===== config.mk =====
export PLATFORM = sky130hd
export DESIGN_NAME = uart_tx_state_ctrl
export DESIGN_NICKNAME = d
export VERILOG_FILES = /design/src/rtl/uart_tx_pkg.sv /design/src/rtl/uart_tx_state_ctrl_clk_counter.sv /design/src/rtl/uart_tx_state_ctrl.sv
export SDC_FILE = /design/constraint.sdc
export NUM_CORES = 1
export LEC_CHECK = 0
export CAP_MARGIN = 20
export CORE_ASPECT_RATIO = 0.9
export CORE_UTILIZATION = 39
export DETAILED_ROUTE_END_ITERATION = 6
export GPL_TIMING_DRIVEN = 0
export PLACE_DENSITY = 0.75
export SLEW_MARGIN = 20
export SYNTH_ARGS = -nofsm -noshare
export SYNTH_HDL_FRONTEND = slang
export SYNTH_SLANG_ARGS = --single-unit

===== constraint.sdc =====
create_clock -name i_Clock -period 1.57 [get_ports i_Clock]
set_clock_uncertainty 0.05 [all_clocks]
set_input_delay 0.2355 -clock i_Clock [delete_from_list [all_inputs] [get_ports i_Clock]]
set_output_delay 0.2355 -clock i_Clock [all_outputs]
set_load 0.02 [all_outputs]

===== src/rtl/uart_tx_pkg.sv =====
// UART transmit frame-state package: state encoding and state helpers.
// The parity state is always declared; UART_TX_PARITY_EN selects its use.
package uart_tx_pkg;

  typedef enum logic [2:0] {
    s_IDLE          = 3'd0,
    s_TX_START_BIT  = 3'd1,
    s_TX_DATA_BITS  = 3'd2,
    s_TX_STOP_BIT   = 3'd3,
    s_CLEANUP       = 3'd4,
    s_TX_PARITY_BIT = 3'd5
  } state_t;

  localparam int CNT_W = 16;

  // States in which a bit is on the wire and the bit timer runs
  function automatic logic is_bit_state(input state_t s);
    logic busy;
    busy = 1'b0;
    case (s)
      s_TX_START_BIT,
      s_TX_DATA_BITS,
      s_TX_STOP_BIT: busy = 1'b1;
`ifdef UART_TX_PARITY_EN
      s_TX_PARITY_BIT: busy = 1'b1;
`endif
      default: busy = 1'b0;
    endcase
    return busy;
  endfunction

endpackage


===== src/rtl/uart_tx_state_ctrl_clk_counter.sv =====
// Per-bit cycle counter: counts 0..CLKS_PER_BIT-1 while enabled.
// Clear has priority over enable; wraps to 0 after the last cycle.
module uart_tx_clk_counter
  import uart_tx_pkg::*;
#(
  parameter int CLKS_PER_BIT = 5208
) (
  input  logic             clk,
  input  logic             rst,
  input  logic             clear,
  input  logic             enable,
  output logic [CNT_W-1:0] count
);

  localparam logic [CNT_W-1:0] LAST = CNT_W'(CLKS_PER_BIT - 1);

  logic [CNT_W-1:0] count_q;
  logic [CNT_W-1:0] count_d;

  always_comb begin
    count_d = count_q;
    if (clear) begin
      count_d = '0;
    end else if (enable) begin
      count_d = (count_q == LAST) ? '0 : count_q + 1'b1;
    end
  end

  always_ff @(posedge clk) begin
    if (rst) begin
      count_q <= '0;
    end else begin
      count_q <= count_d;
    end
  end

  assign count = count_q;

endmodule


===== src/rtl/uart_tx_state_ctrl.sv =====
// UART transmit frame controller: start, 8 data bits LSB first, stop.
// Define UART_TX_PARITY_EN to insert an even-parity bit before stop.
module uart_tx_state_ctrl
  import uart_tx_pkg::*;
#(
  parameter int CLKS_PER_BIT = 5208
) (
  input  logic        i_Clock,
  input  logic        i_Reset,
  input  logic        i_TX_DV,
  input  logic [7:0]  i_TX_Byte,
  input  logic [2:0]  bit_index,
  output state_t      current_state,
  output logic [15:0] clock_count,
  output logic        o_TX_Serial,
  output logic        o_TX_Active,
  output logic        o_TX_Done
);

  localparam logic [CNT_W-1:0] LAST = CNT_W'(CLKS_PER_BIT - 1);

  state_t     state_q;
  state_t     state_d;
  logic [7:0] byte_q;
  logic [7:0] byte_d;
  logic       bit_end;
  logic       cnt_en;

`ifdef UART_TX_PARITY_EN
  logic parity_q;
  logic parity_d;
`endif

  assign cnt_en  = is_bit_state(state_q);
  assign bit_end = (clock_count == LAST);

  uart_tx_clk_counter #(
    .CLKS_PER_BIT(CLKS_PER_BIT)
  ) u_clk_counter (
    .clk   (i_Clock),
    .rst   (i_Reset),
    .clear (!cnt_en),
    .enable(cnt_en),
    .count (clock_count)
  );

  always_comb begin
    state_d = state_q;
    byte_d  = byte_q;
`ifdef UART_TX_PARITY_EN
    parity_d = parity_q;
`endif
    case (state_q)
      s_IDLE: begin
        if (i_TX_DV) begin
          byte_d  = i_TX_Byte;
`ifdef UART_TX_PARITY_EN
          parity_d = ^i_TX_Byte;
`endif
          state_d = s_TX_START_BIT;
        end
      end
      s_TX_START_BIT: begin
        if (bit_end) state_d = s_TX_DATA_BITS;
      end
      s_TX_DATA_BITS: begin
        if (bit_end && bit_index == 3'd7) begin
`ifdef UART_TX_PARITY_EN
          state_d = s_TX_PARITY_BIT;
`else
          state_d = s_TX_STOP_BIT;
`endif
        end
      end
`ifdef UART_TX_PARITY_EN
      s_TX_PARITY_BIT: begin
        if (bit_end) state_d = s_TX_STOP_BIT;
      end
`endif
      s_TX_STOP_BIT: begin
        if (bit_end) state_d = s_CLEANUP;
      end
      s_CLEANUP: state_d = s_IDLE;
      default:   state_d = s_IDLE;
    endcase
  end

  always_ff @(posedge i_Clock) begin
    if (i_Reset) begin
      state_q <= s_IDLE;
      byte_q  <= '0;
    end else begin
      state_q <= state_d;
      byte_q  <= byte_d;
    end
  end

`ifdef UART_TX_PARITY_EN
  always_ff @(posedge i_Clock) begin
    if (i_Reset) begin
      parity_q <= 1'b0;
    end else begin
      parity_q <= parity_d;
    end
  end
`endif

  always_comb begin
    o_TX_Serial = 1'b1;
    case (state_q)
      s_TX_START_BIT:  o_TX_Serial = 1'b0;
      s_TX_DATA_BITS:  o_TX_Serial = byte_q[bit_index];
`ifdef UART_TX_PARITY_EN
      s_TX_PARITY_BIT: o_TX_Serial = parity_q;
`endif
      default:         o_TX_Serial = 1'b1;
    endcase
  end

  assign o_TX_Active   = cnt_en;
  assign o_TX_Done     = (state_q == s_CLEANUP);
  assign current_state = state_q;

endmodule

**Word level (Yosys, flattened, before mapping)**

Index checks and enable logic that the tools add are counted.

- Bits in registers: 27
- Bits of input ports: 14
- Output and inout bits: 22
- Word-level logic and storage cells: 31

- Add/subtract/negate cells: 1
- Magnitude comparators: 1
- Equal/unequal tests: 10
- Multiplexer cells: 9
- Bitwise operators: 1
- Reduce and logical (&&, ||, !) cells: 6

Operators with widths:

| operator | count |
|---|---|
| $add 16x1->16 const B | 1 |
| $eq 16x13->1 const B | 1 |
| $mux 3 | 4 |
| $pmux 3 s4 | 1 |
| $ne 2x2->1 const B | 4 |
| $eq 3x2->1 const B | 2 |
| $eq 3x3->1 const B | 2 |
| $reduce_or 3->1 | 2 |
| $lt 3x4->1 const B | 1 |
| $reduce_and 4->1 | 1 |
| $bmux 1 s3 | 1 |
| $eq 3x1->1 const B | 1 |
| $logic_not 3->1 | 1 |
| $mux 1 | 2 |
| $pmux 1 s2 | 1 |
| $reduce_and 2->1 | 1 |
| $logic_and 1x1->1 | 1 |
| $not 1->1 | 1 |

**Depth between registers and ports, before layout**

- Depth in word-level cells: 5
- Depth in mapped cells: 7
- Gate-level depth less buffers: 5

**Hierarchy**

A second synthesis with hierarchy kept.

- Cells, all modules: 155
- Area, all modules: 1350.0 µm²

By module, submodules not included:

| module | instances | cells an instance | area each (µm²) | seq. area each (µm²) |
|---|---|---|---|---|
| uart_tx_clk_counter | 1 | 89 | 798.3 | 320.3 |
| uart_tx_state_ctrl | 1 | 66 | 551.8 | 220.2 |

**Worst setup path after synthesis**

OpenSTA, ideal clock, no wires.

- Path kind: register to register
- Start: register u_clk_counter.count_q[0], in the netlist u_clk_counter.count[0]
- End: register u_clk_counter.count_q[0], in the netlist u_clk_counter.count[0]
- Setup time: 128 ps
- Arrival: 1642 ps
- Data required time: 1392 ps
- Slack: -250 ps
- Stages on the path, launching flop included: 8
- Path buffers: 2
- Period minus slack after synthesis: 1820 ps
- Cell sequence: dfxtp_1 ha_1 nand4_1 nor4_2 or4_1 buf_4 buf_6 nor2_1

- Word-level cells in the longest chain between the ends: 2
- Elaborated cells on any way between the ends: 3
- Classes of those cells: add/sub: 1; eq/ne: 1; reduce/logical: 1

Ends and longest elaborated chain:

| what | RTL line | source |
|---|---|---|
| start, declared | uart_tx_state_ctrl_clk_counter.sv:17 | `logic [CNT_W-1:0] count_q;` |
| start signal, assigned | uart_tx_state_ctrl_clk_counter.sv:33 | `count_q <= count_d;` |
| parallel branches: the longest is 2 deep, another holds $add 16x1->16 | n/a |  |

Parallel ways; which one is timed is not known.
A chain may end at the register's enable or synchronous reset.

**Worst setup path in the final report**

- Start: register byte_q[3]
- End: output port o_TX_Serial

- Word-level cells in the longest chain between the ends: 3

Ends and longest elaborated chain:

| what | RTL line | source |
|---|---|---|
| start, declared | uart_tx_state_ctrl.sv:24 | `logic [7:0] byte_q;` |
| start signal, assigned | uart_tx_state_ctrl.sv:94 | `byte_q <= byte_d;` |
| $bmux 1 s3 | uart_tx_state_ctrl.sv:112 | `s_TX_DATA_BITS: o_TX_Serial = byte_q[bit_index];` |
| $mux 1 (implied by the code) | uart_tx_state_ctrl.sv:112 |  |
| $pmux 1 s2 | uart_tx_state_ctrl.sv:110 | `case (state_q)` |
| end, declared | uart_tx_state_ctrl.sv:15 | `output logic o_TX_Serial,` |

Every way passes these cells. The select of a mux whose other input is x is not followed.

==> flow_summary.yaml <==
run_status:
  status: "finished, violations left"
  violations: "negative setup slack"
cts:
  cts_made_buffers: 3
  clock_path_buffers: 2
  cts_root_buffer: "clkbuf_4"
  tritoncts: "built"
  cts.sinks: 27
  htree_levels: 1
  clk_latency_ns: 0.32
  ctsHoldBuffers: 0
  clk_pin_slew_ns: 0.13
drt:
  dr.pass1.iters: 4
  wl_mm: 3.085
  via_count: 1196
  route.detailed.drc: 0
  drt_iter0_markers: 52
  via_per_inst: 5.089
  wl_per_cell_um: 13.13
  final_antenna_net_count: 0
layout:
  final_core_util: 0.6238
  syn_to_final_growth_pct: 52.92
  num_antenna_cells: 0
  nNetsFinal: 209
  layout-drive-gt1-share: 0.2746
  stdcell_count: 235
sta:
  hold_violations: 0
  setup_slack_ns: -0.2045
  max_freq_mhz: 563.6
  tightest_slew_ns: 0.4653
  rsz0062_at_grt: "true"
  slew_viol_final: 0
  min_period_ns: 1.774
  fin_crit_sh: 1.130
  slew_headroom: 0.6885
  setup_viol: 19
die:
  die_y_um: 55.52
  core_area_um2: 3043
  dieArea_um2: 3413
  rows: 19
  die_w_um: 61.47
  io_pins: 36
  start_util: 0.4079
global_routing:
  first_global_vias: 1150
  overflow: 0
  grt_pass1_wl_mm: 4.933
  use_met1: 0.2414
  grt_use_met3: 0.03981
  grt_max_degree: 15
  grt_usage: 0.1907
  top_usage_layer: "met2"
  antenna_found_initial: 0
  globalRouteMet2Util: 0.3121
power:
  switchingPower_uw: 269.4
  power_density_nw_per_um2: 606.8
  p_clk_frac: 0.252
  swShare: 0.2339
  p_int_uw: 882.3
  vdd_drop_max_uv: 340.3
  seqPwrFrac: 0.613
  p_leak_uw: 0.0007404
  combPwrFrac: 0.136
  p_total_uw: 1152
critical_path:
  endpoint_kind: "output pin"
  worstSetupPathType: "register to output pin"
  regToRegEndpoint: "u_clk_counter.count[6]$_SDFF_PP0_"
  rr_worst_depth: 7
  path_cells: "mux4_2 -> mux2i_1 -> a21oi_1 -> buf_2"
  cpPeakStageDelay_ns: 0.45
  slowest_stage: "mux4_2"
  r2r_start: "u_clk_counter.count[1]$_SDFF_PP0_"
  ff2ff_setup_slack_ns: -0.18
  start_kind: "register"
  crit_buf_inv: 1
  critical_path.top_delay_family: "multiplexers"
  critical_path_arrival_ns: 1.49
  crit_fanout: 2
  cp.required_ns: 1.28
worst_hold_path:
  holdPathEnd: "byte_q[2]$_SDFFE_PP0P_"
  hold_start: "i_TX_Byte[2]"
  min-delay-path-class: "input pin to register"
  hold_depth: 3
flow_run:
  maxCapViolCount: 0
logic_synthesis:
  synth.distinct_cells: 30
  synth_top_family_by_area: "simple AND/OR/NAND/NOR gates"
  synth_area_um2: 1241
  async_reset_ff_frac: 0
  seq_area_frac_synth: 0.4355
  synth_cells: 143
  synth-simple-area-share: 0.3165
  yosys_warnings: 0
  yosys-top-cells-area: "dfxtp_1 44%, xnor2_1 7.8%, nand2_1 6.4%"
  synthTopCellsByCount: "27 x dfxtp_1, 21 x nand2_1, 21 x nor2_1, 11 x xnor2_1, 10 x a21oi_1"
  ys.flop_type: "dfxtp_1"
  avgSynthCellArea_um2: 8.680
  synth_mux_area_frac: 0.04435
  synth_edf_count: 0
  ys_ff_latch: 27
  synth_top_area_frac: 0.4355
  synth-compound-area-share: 0.05544
  yosysTopAreaCell: "dfxtp_1"
  syn_nets: 158
  yosysMostFrequentCell: "dfxtp_1"
  synth_fa_ha_area_frac: 0.01008
  synth-xor-area-share: 0.09879
placement:
  io_buffers: 35
  place_ws_ns: -0.7716
  gp_congestion: 0.7858
  dp_hpwl_mm: 1.993
  dp_cells: 220
## worst min-delay path: stages
cell	delay [ns]
clkdlybuf4s50_1	0.40
nand2_1	0.05
a21oi_1	0.05
## power groups by stage
stage,Sequential [µW],Clock (µW),Combinational [µW]
floorplan,725,0,64.0
global placement,721,0,128
detailed placement,722,0,130
CTS,705,303,158
global route,708,332,169
finish,706,290,156
## repair_timing
item	CTS	global route
setup buffers	8	2
gates resized for setup	52	11
gates cloned	1	0
pin swaps	15	3
setup endpoints to repair	46	22
## final cells by class
type	instances	area, µm²
clock buffers	4	26.28
repair buffers	46	434.2
multi-input cells	106	753.2
well taps	42	52.55
plain buffers	6	56.30
fillers	273	1145
inverters	4	15.01
flip-flops and latches	27	560.5
## per-layer routing
layer,share of wire,wire [µm]
met3,0.065,200
met2,0.46,1433
met1,0.46,1409
met5,0,0
met4,0.013,41
## flip-flops by register name (all words and copies together), names as in the netlist
register / flops
current_state: 3
byte_q: 8
u_clk_counter.count: 16
## logic make-up (layout without fill, tap and decap cells)
family | count (synthesis) | count (layout)
AND/OR/NAND/NOR | 76 | 76
flip-flops | 27 | 27
XOR/XNOR | 14 | 14
AO/OA/AOI/OAI | 12 | 12
buffers and inverters | 10 | 60
multiplexers | 3 | 3
adder cells (fa/ha/maj) | 1 | 1
## through the flow
| stage | hold slack (ns) | instance area, µm² | setup TNS [ns] |
|---|---|---|---|
| 6_report | 0.4057 | 1898 | -2.835 |
| 3_5_place_dp | 0.3965 | 1694 | -5.099 |
| 3_3_place_gp | 0.3912 | 1694 | -3.899 |
| 4_1_cts | 0.3936 | 1866 | -2.930 |
| 5_1_grt | 0.4064 | 1898 | -3.989 |
| 2_1_floorplan | 0.3215 | 1291 | -0.9081 |
## placed cells by master, fill, tap and decap left out, types with 3 or more instances in the layout
master	instances
and3_1	3
nor3_1	6
dfxtp_2	7
buf_4	10
clkbuf_4	3
dfxtp_1	17
nor2_1	12
nand3_1	6
clkdlybuf4s50_1	11
nand4_1	4
nor4_1	3
xnor2_1	11
nor2_2	5
nand2_1	21
inv_1	4
dlygate4sd2_1	20
xor2_1	3
nor2_4	4
a21oi_1	9
dfxtp_4	3
## how the worst max path moves through the flow
stage,from,endpoint,slack [ns],depth (start not counted)
after CTS,byte_q[3]$_SDFFE_PP0P_,o_TX_Serial,-0.23,4
after detailed placement,bit_index[1],o_TX_Serial,-0.77,5
after floorplan,u_clk_counter.count[3]$_SDFF_PP0_,u_clk_counter.count[8]$_SDFF_PP0_,-0.09,6
final,byte_q[3]$_SDFFE_PP0P_,o_TX_Serial,-0.20,4
after global placement,bit_index[0],o_TX_Serial,-0.77,5
after global routing,byte_q[3]$_SDFFE_PP0P_,o_TX_Serial,-0.28,4
(Power assumes the default switching activity.)
